File: config.mk
export PLATFORM = sky130hd
export DESIGN_NAME = pipeline_hazard_ctrl
export DESIGN_NICKNAME = d
export VERILOG_FILES = /design/src/rtl/pipeline_pkg.sv /design/src/rtl/hazard_perf_cnt.sv /design/src/rtl/pipeline_hazard_ctrl.sv
export SDC_FILE = /design/constraint.sdc
export NUM_CORES = 1
export LEC_CHECK = 0
export ABC_AREA = 1
export CAP_MARGIN = 30
export CORE_UTILIZATION = 45
export CTS_BUF_LIST = sky130_fd_sc_hd__clkbuf_4
export CTS_CLUSTER_SIZE = 24
export DETAILED_ROUTE_END_ITERATION = 8
export GPL_ROUTABILITY_DRIVEN = 0
export PLACE_DENSITY = 0.74
export SYNTH_ARGS = -nofsm -noshare
export SYNTH_HDL_FRONTEND = slang
export SYNTH_SLANG_ARGS = --single-unit
File: constraint.sdc
create_clock -name clk -period 4.1 [get_ports clk]
set_input_delay 1.23 -clock clk [delete_from_list [all_inputs] [get_ports clk]]
set_output_delay 1.23 -clock clk [all_outputs]
set_load 0.01 [all_outputs]
File: src/rtl/pipeline_pkg.sv
// Shared types and constants for the 5-stage pipeline hazard controller.
package pipeline_pkg;

  typedef enum logic {
    StRun  = 1'b0,
    StBusy = 1'b1
  } state_e;

  localparam logic [4:0] RegZero = 5'd0;
  localparam int unsigned MultiLatDefault = 4;

endpackage

File: src/rtl/hazard_perf_cnt.sv
// Wrapping performance counter with increment enable and async active-low reset.
module hazard_perf_cnt #(
  parameter int unsigned CNT_W = 32
) (
  input  logic             clk,
  input  logic             rst_n,
  input  logic             inc,
  output logic [CNT_W-1:0] count
);

  logic [CNT_W-1:0] count_q;

  always_ff @(posedge clk or negedge rst_n) begin
    if (!rst_n) begin
      count_q <= '0;
    end else if (inc) begin
      count_q <= count_q + 1'b1;
    end
  end

  assign count = count_q;

endmodule

File: src/rtl/pipeline_hazard_ctrl.sv
// Pipeline hazard controller: load-use bubbles, taken-branch flushes and multi-cycle EX freezes,
// plus stall and flush performance counters.
module pipeline_hazard_ctrl
  import pipeline_pkg::*;
#(
  parameter int unsigned MULTI_LAT = MultiLatDefault,
  parameter int unsigned CNT_W     = 32
) (
  input  logic             clk,
  input  logic             rst_n,
  input  logic [4:0]       id_rs,
  input  logic [4:0]       id_rt,
  input  logic             id_uses_rs,
  input  logic             id_uses_rt,
  input  logic             ex_mem_read,
  input  logic [4:0]       ex_rt,
  input  logic             ex_branch_taken,
  input  logic             ex_multi_start,
  output logic             pc_write,
  output logic             if_id_write,
  output logic             if_id_flush,
  output logic             id_ex_write,
  output logic             id_ex_flush,
  output logic             busy,
  output logic [CNT_W-1:0] stall_cycles,
  output logic [CNT_W-1:0] flush_events
);

  // The RUN cycle that sees ex_multi_start is the first freeze cycle, hence the -2.
  localparam bit         MultiEn  = (MULTI_LAT >= 2);
  localparam logic [3:0] McntInit = MultiEn ? 4'(MULTI_LAT - 2) : 4'd0;

  state_e     state_q, state_d;
  logic [3:0] mcnt_q, mcnt_d;
  logic       load_use;
  logic       branch_flush;

  assign load_use = ex_mem_read && (ex_rt != RegZero) &&
                    ((id_uses_rs && (id_rs == ex_rt)) || (id_uses_rt && (id_rt == ex_rt)));

  always_ff @(posedge clk or negedge rst_n) begin
    if (!rst_n) begin
      state_q <= StRun;
      mcnt_q  <= 4'd0;
    end else begin
      state_q <= state_d;
      mcnt_q  <= mcnt_d;
    end
  end

  always_comb begin
    state_d      = state_q;
    mcnt_d       = mcnt_q;
    pc_write     = 1'b1;
    if_id_write  = 1'b1;
    id_ex_write  = 1'b1;
    if_id_flush  = 1'b0;
    id_ex_flush  = 1'b0;
    branch_flush = 1'b0;

    unique case (state_q)
      StRun: begin
        if (ex_branch_taken) begin
          if_id_flush  = 1'b1;
          id_ex_flush  = 1'b1;
          branch_flush = 1'b1;
        end else if (ex_multi_start && MultiEn) begin
          pc_write    = 1'b0;
          if_id_write = 1'b0;
          id_ex_write = 1'b0;
          state_d     = StBusy;
          mcnt_d      = McntInit;
        end else if (load_use) begin
          pc_write    = 1'b0;
          if_id_write = 1'b0;
          id_ex_flush = 1'b1;
        end
      end
      StBusy: begin
        if (mcnt_q != 4'd0) begin
          pc_write    = 1'b0;
          if_id_write = 1'b0;
          id_ex_write = 1'b0;
          mcnt_d      = mcnt_q - 4'd1;
        end else begin
          state_d = StRun;
        end
      end
      default: state_d = StRun;
    endcase

    // Reset drives a bubble into both front-end registers.
    if (!rst_n) begin
      pc_write     = 1'b0;
      if_id_write  = 1'b0;
      id_ex_write  = 1'b1;
      if_id_flush  = 1'b1;
      id_ex_flush  = 1'b1;
      branch_flush = 1'b0;
    end
  end

  assign busy = (state_q == StBusy);

  hazard_perf_cnt #(
    .CNT_W(CNT_W)
  ) u_stall_cnt (
    .clk  (clk),
    .rst_n(rst_n),
    .inc  (~pc_write),
    .count(stall_cycles)
  );

  hazard_perf_cnt #(
    .CNT_W(CNT_W)
  ) u_flush_cnt (
    .clk  (clk),
    .rst_n(rst_n),
    .inc  (branch_flush),
    .count(flush_events)
  );

endmodule

Yosys cells after proc, flatten, opt, wreduce, memory -nomap -nowiden
Index checks and enable logic that the tools add are counted.

operators by class
  add/sub/neg operators = 3
  eq/ne operators = 5
  multiplexer cells = 27
  bitwise operators = 1
  reductions and logical operators = 8

operators by type and width
  cell                   number
  $add 32x1->32 const B  2
  $mux 1                 20
  $mux 4                 3
  $eq 5x5->1             2
  $pmux 4 s2             1
  $pmux 1 s2             3
  $reduce_bool 5->1      1
  $logic_and 1x1->1      4
  $ne 2x2->1 const B     2
  $reduce_bool 4->1      1
  $sub 4x1->4 const B    1
  $reduce_and 3->1       1
  $ne 2x1->1 const B     1
  $logic_or 1x1->1       1
  $not 1->1              1

storage, ports and cells
  flip-flop bits (word level) = 69
  output and inout bits = 70

Depth between registers and ports, before layout
  depth in word-level cells = 9
  gate-level depth with buffers = 12
  mapped depth without buffers = 12

Cells and area by module
Synthesis repeated with hierarchy kept, for this count alone.

second synthesis, totals
  cell total of the unflattened synthesis = 557
  area total of the unflattened synthesis = 4075.2 um^2

modules (own cells, without submodules)
  module                instances  cells each  area an instance (um^2)
  hazard_perf_cnt       2          229         1761.7
  pipeline_hazard_ctrl  1          99          551.8

Worst setup path before layout
Ideal clock, no wire load.

  path kind = input-to-output
  from = input ex_rt[4]
  to = output pc_write
  data arrival time = 2.151 ns
  required time = 2.870 ns
  path slack = 0.719 ns
  stages = 11
  path buffers = 2
  path through = inv_1 > nand2_1 > nand2_1 > nor2_1 > nand3_1 > nand2_1 > nand3_2 > nand2_2 > buf_4 > inv_2 > buf_4

on the way
  cells in the longest elaborated chain, start to end = 9

ends and longest elaborated chain
  what                     RTL line                    source
  from (decl)              pipeline_hazard_ctrl.sv:16  input logic [4:0] ex_rt,
  $eq 5x5->1               pipeline_hazard_ctrl.sv:39  ((id_uses_rs && (id_rs == ex_rt)) || (id_uses_rt && (id_rt == ex_rt)));
  $logic_and 1x1->1        pipeline_hazard_ctrl.sv:39
  $logic_or 1x1->1         pipeline_hazard_ctrl.sv:39
  $logic_and 1x1->1 (*)    pipeline_hazard_ctrl.sv:38  assign load_use = ex_mem_read && (ex_rt != RegZero) &&
  $mux 1 (*) (3 in a row)  --
  $pmux 1 s2 (*)           --
  $mux 1 (*)               --
  to (decl)                pipeline_hazard_ctrl.sv:19  output logic pc_write,

Mark *: on every way between the ends. The rest lies on a longest branch, timed or not.

Final worst setup path
  from = input ex_branch_taken
  to = output id_ex_write

on the way
  cells in the longest elaborated chain, start to end = 3

ends and longest elaborated chain
  what         RTL line                    source
  from (decl)  pipeline_hazard_ctrl.sv:17  input logic ex_branch_taken,
  $mux 1       pipeline_hazard_ctrl.sv:63  if (ex_branch_taken) begin
  $pmux 1 s2   pipeline_hazard_ctrl.sv:61  unique case (state_q)
  $mux 1       pipeline_hazard_ctrl.sv:93  if (!rst_n) begin
  to (decl)    pipeline_hazard_ctrl.sv:22  output logic id_ex_write,

No other way between the ends.

==> reports/metrics.cfg <==
[yosys]
synth_xor_area_share_pct = 6.597
ys_seq_area_share_pct = 37.16
synth_top_family_by_area = simple AND/OR/NAND/NOR gates
avgSynthCellArea_um2 = 6.764
synth-simple-area-share_pct = 47.39
syn-cell-area_um2 = 4647
syn_nets = 713
yosysWarnings = 0
synthMuxAreaShare_pct = 0
synth_fa_ha_area_share_pct = 1.077
synth_seq_cells = 69
yosys.cell_types.count = 31
synth-compound-area-share_pct = 1.212
synth_cells = 687

[power]
pwr_density_cell_nw_per_um2 = 325.8
leakage_nw = 2.747
peakVddDrop_v = 0.0002572

[global_routing]
grt_pass1_wl_mm = 20.38
antenna_found_initial = 0
grt_max_degree = 38
grt_overflow = 0
groute.usage.overall_pct = 23.21
first_global_vias = 4404

[floorplan]
die_h_um = 103.6
num_rows = 36
core_um2 = 9910
die_w_um = 103.6
start_util_pct = 46.89
dieArea_um2 = 10740
io_pins = 92

[place]
port_buffers = 91
hpwl_mm = 9.041

[clock_network]
cts_tree = built
clk_pin_slew_worst_paths_ps = 110
cts_root_buffer = clkbuf_4
cts_buffers = 9
post-cts-setup-buffers = 0
clock_sinks = 69
cts_buffer_depth = 2
htreeDepth = 3
clock_latency_ps = 420
cts_hold_buf = 0

[min_path]
hold_start = mcnt_q[0]
hp-class = reg2reg

[setup_path]
max_stage_delay_ps = 540
setup.worst_path.end_class = output port
startpoint = ex_branch_taken
slowest_stage = clkdlybuf4s50_1
critical_path_peak_fanout = 6
cp_top_family = buffers and inverters
r2r_start = busy
worstPathRequired_ps = 2870
worst-endpoint-arrival_ps = 2760
path_class = in2out
worstPathCellList = clkdlybuf4s50_1 -> nor2_1 -> nand2_1 -> nand2_2 -> buf_4 -> nand2_1 -> clkdlybuf4s50_1
path_buf_inv = 3
startpoint_type = input pin

[timing]
fin_crit_ps = 3992
hold_viol_final = 0
finalSetupTns_ps = 0
timing.fmax_mhz = 250.5
fin_crit_sh_pct = 97.36
clock_skew_ps = 11.53
finalSetupViolCount = 0
hold-worst-slack_ps = 513.3
tightestPinTransition_ps = 452.1
rsz0062_at_grt = false
slew_headroom_pct = 69.86
slew_viol_final = 0

[final_layout]
fin_nets = 810
n_antenna_cell = 0
syn_to_final_growth_pct = 25.82
drive_above_1_share_pct = 9.125
n_fill_cell = 939

[routing]
wl_met1_mm = 5.236
dr.max_layer_used = met4
via_count = 4616
wl_met3_um = 522
drc = 0
first_iter_violations = 199
postRouteAntennaNets = 0
drt-pass1-iter-count = 5
drt-wirelength-per-cell_um = 12.78
route.met2.wl_mm = 5.697
via_per_inst = 5.007
postRouteWirelength_mm = 11.78

[outcome]
outcome = finished clean

[flow_run]
maxCapViolations = 0

-- synthesized netlist by cell type --
master | instances | area, um2
a31o_2 | 1 | 8.760
or2_4 | 1 | 8.760
nor2_1 | 72 | 270.3
ha_1 | 4 | 50.05
a21oi_1 | 1 | 5.000
or2_2 | 1 | 6.260
nand4_1 | 8 | 50.05
clkinv_1 | 1 | 3.750
o21ai_1 | 2 | 10.01
xnor2_1 | 7 | 61.31
buf_4 | 4 | 30.03
nand2_1 | 290 | 1089
nor3_2 | 3 | 30.03
nor2_2 | 9 | 56.30
nand2_4 | 3 | 33.78
o21ai_0 | 4 | 20.02
inv_1 | 52 | 195.2
xor2_1 | 28 | 245.2
o22ai_1 | 1 | 6.260
dfrtp_1 | 69 | 1727
nand3_1 | 51 | 255.2
inv_2 | 10 | 37.54
nor3_1 | 18 | 90.09
nand3_2 | 4 | 40.04
nand3b_1 | 17 | 127.6
clkbuf_1 | 5 | 18.77
clkinv_2 | 1 | 5.000
a31oi_1 | 1 | 6.260
nand2_2 | 7 | 43.79
buf_2 | 3 | 15.01
nor2_4 | 9 | 101.4
-- timing repair --
action	CTS	global route
setup endpoints to repair	3	2
gates resized for setup	5	1
hold endpoints to repair	0	0
-- report_power, final --
| group | internal (mW) | switching [mW] |
|---|---|---|
| Combinational | 0.259 | 0.344 |
| Sequential | 0.757 | 0.102 |
| Clock | 0.196 | 0.246 |
-- sequential cells by signal (all words and copies together) (netlist names) --
signal,count
u_stall_cnt.count,32
busy,1
mcnt_q,4
u_flush_cnt.count,32
-- through the flow --
stage,instances,worst slack (ps),total power [mW],cell area [um2],util [%]
after detailed placement,906,-90.81,1.481,5710,57.63
final,922,108.4,1.905,5847,59.00
after global placement,906,-19.84,1.465,5710,57.63
after floorplan,687,719.3,1.218,4647,-
after CTS,922,103.6,1.925,5844,58.98
after global routing,922,14.67,2.028,5847,59.00
-- cells by family after synthesis --
group,count (synthesis)
AND/OR/NAND/NOR,493
AO/OA/AOI/OAI,10
adder cells (fa/ha/maj),4
flip-flops,69
XOR/XNOR,35
buffers and inverters,76
-- worst paths after layout --
path                                         endpoint  slack, ps  cells past startpoint
worst min-delay path                        mcnt_q[0]        510                      1
min in group asynchronous        u_stall_cnt.count[8]        890                      2
worst max register to register  u_flush_cnt.count[22]       2220                      9
worst min register to register              mcnt_q[0]        510                      1
max in group asynchronous       u_flush_cnt.count[26]       2860                      2
worst max-delay path                      id_ex_write        110                      7
-- final cells by class --
| cell class | instances | area [um2] | share of cell area [%] |
|---|---|---|---|
| Tap cell | 133 | 166.4 | 2.846 |
| Clock buffer | 11 | 82.58 | 1.412 |
| Clock inverter | 5 | 51.30 | 0.8774 |
| Inverter | 64 | 241.5 | 4.130 |
| Timing Repair Buffer | 98 | 958.4 | 16.39 |
| Multi-Input combinational cell | 542 | 2620 | 44.81 |
| Sequential cell | 69 | 1727 | 29.53 |
-- routing by layer --
layer | vias to the layer above | track usage [%]
met2 | 124 | 39.74
met4 | 0 | 10.35
met1 | 2123 | 27.95
met3 | 26 | 4.972
met5 | - | 0
li1 | 2343 | -
-- worst register-to-register path: stages, from the launching register on --
cell and delay, ps:
dfrtp_1 460, inv_2 90, nand3_2 290, or2_4 400, nor2_4 110, nand2_2 90, nor2_4 120, nand3_1 90
nand2_1 70, nand2_1 50
-- layout by cell type (no fill, tap or decap), drive strengths merged --
| master | instances |
|---|---|
| nor3 | 21 |
| dlymetal6s2s | 1 |
| clkinv | 5 |
| inv | 62 |
| nand2 | 300 |
| a21oi | 1 |
| o22ai | 1 |
| o21ai | 6 |
| xor2 | 28 |
| a31o | 1 |
| dfrtp | 69 |
| xnor2 | 7 |
| dlygate4sd2 | 4 |
| nand4 | 8 |
| clkbuf | 11 |
| nand3b | 17 |
| buf | 8 |
| clkinvlp | 1 |
| nor2 | 90 |
| bufinv | 1 |
| clkdlybuf4s50 | 85 |
| ha | 4 |
| nand3 | 55 |
| or2 | 2 |
| a31oi | 1 |
Note: power is estimated with default switching activity, not from simulation.
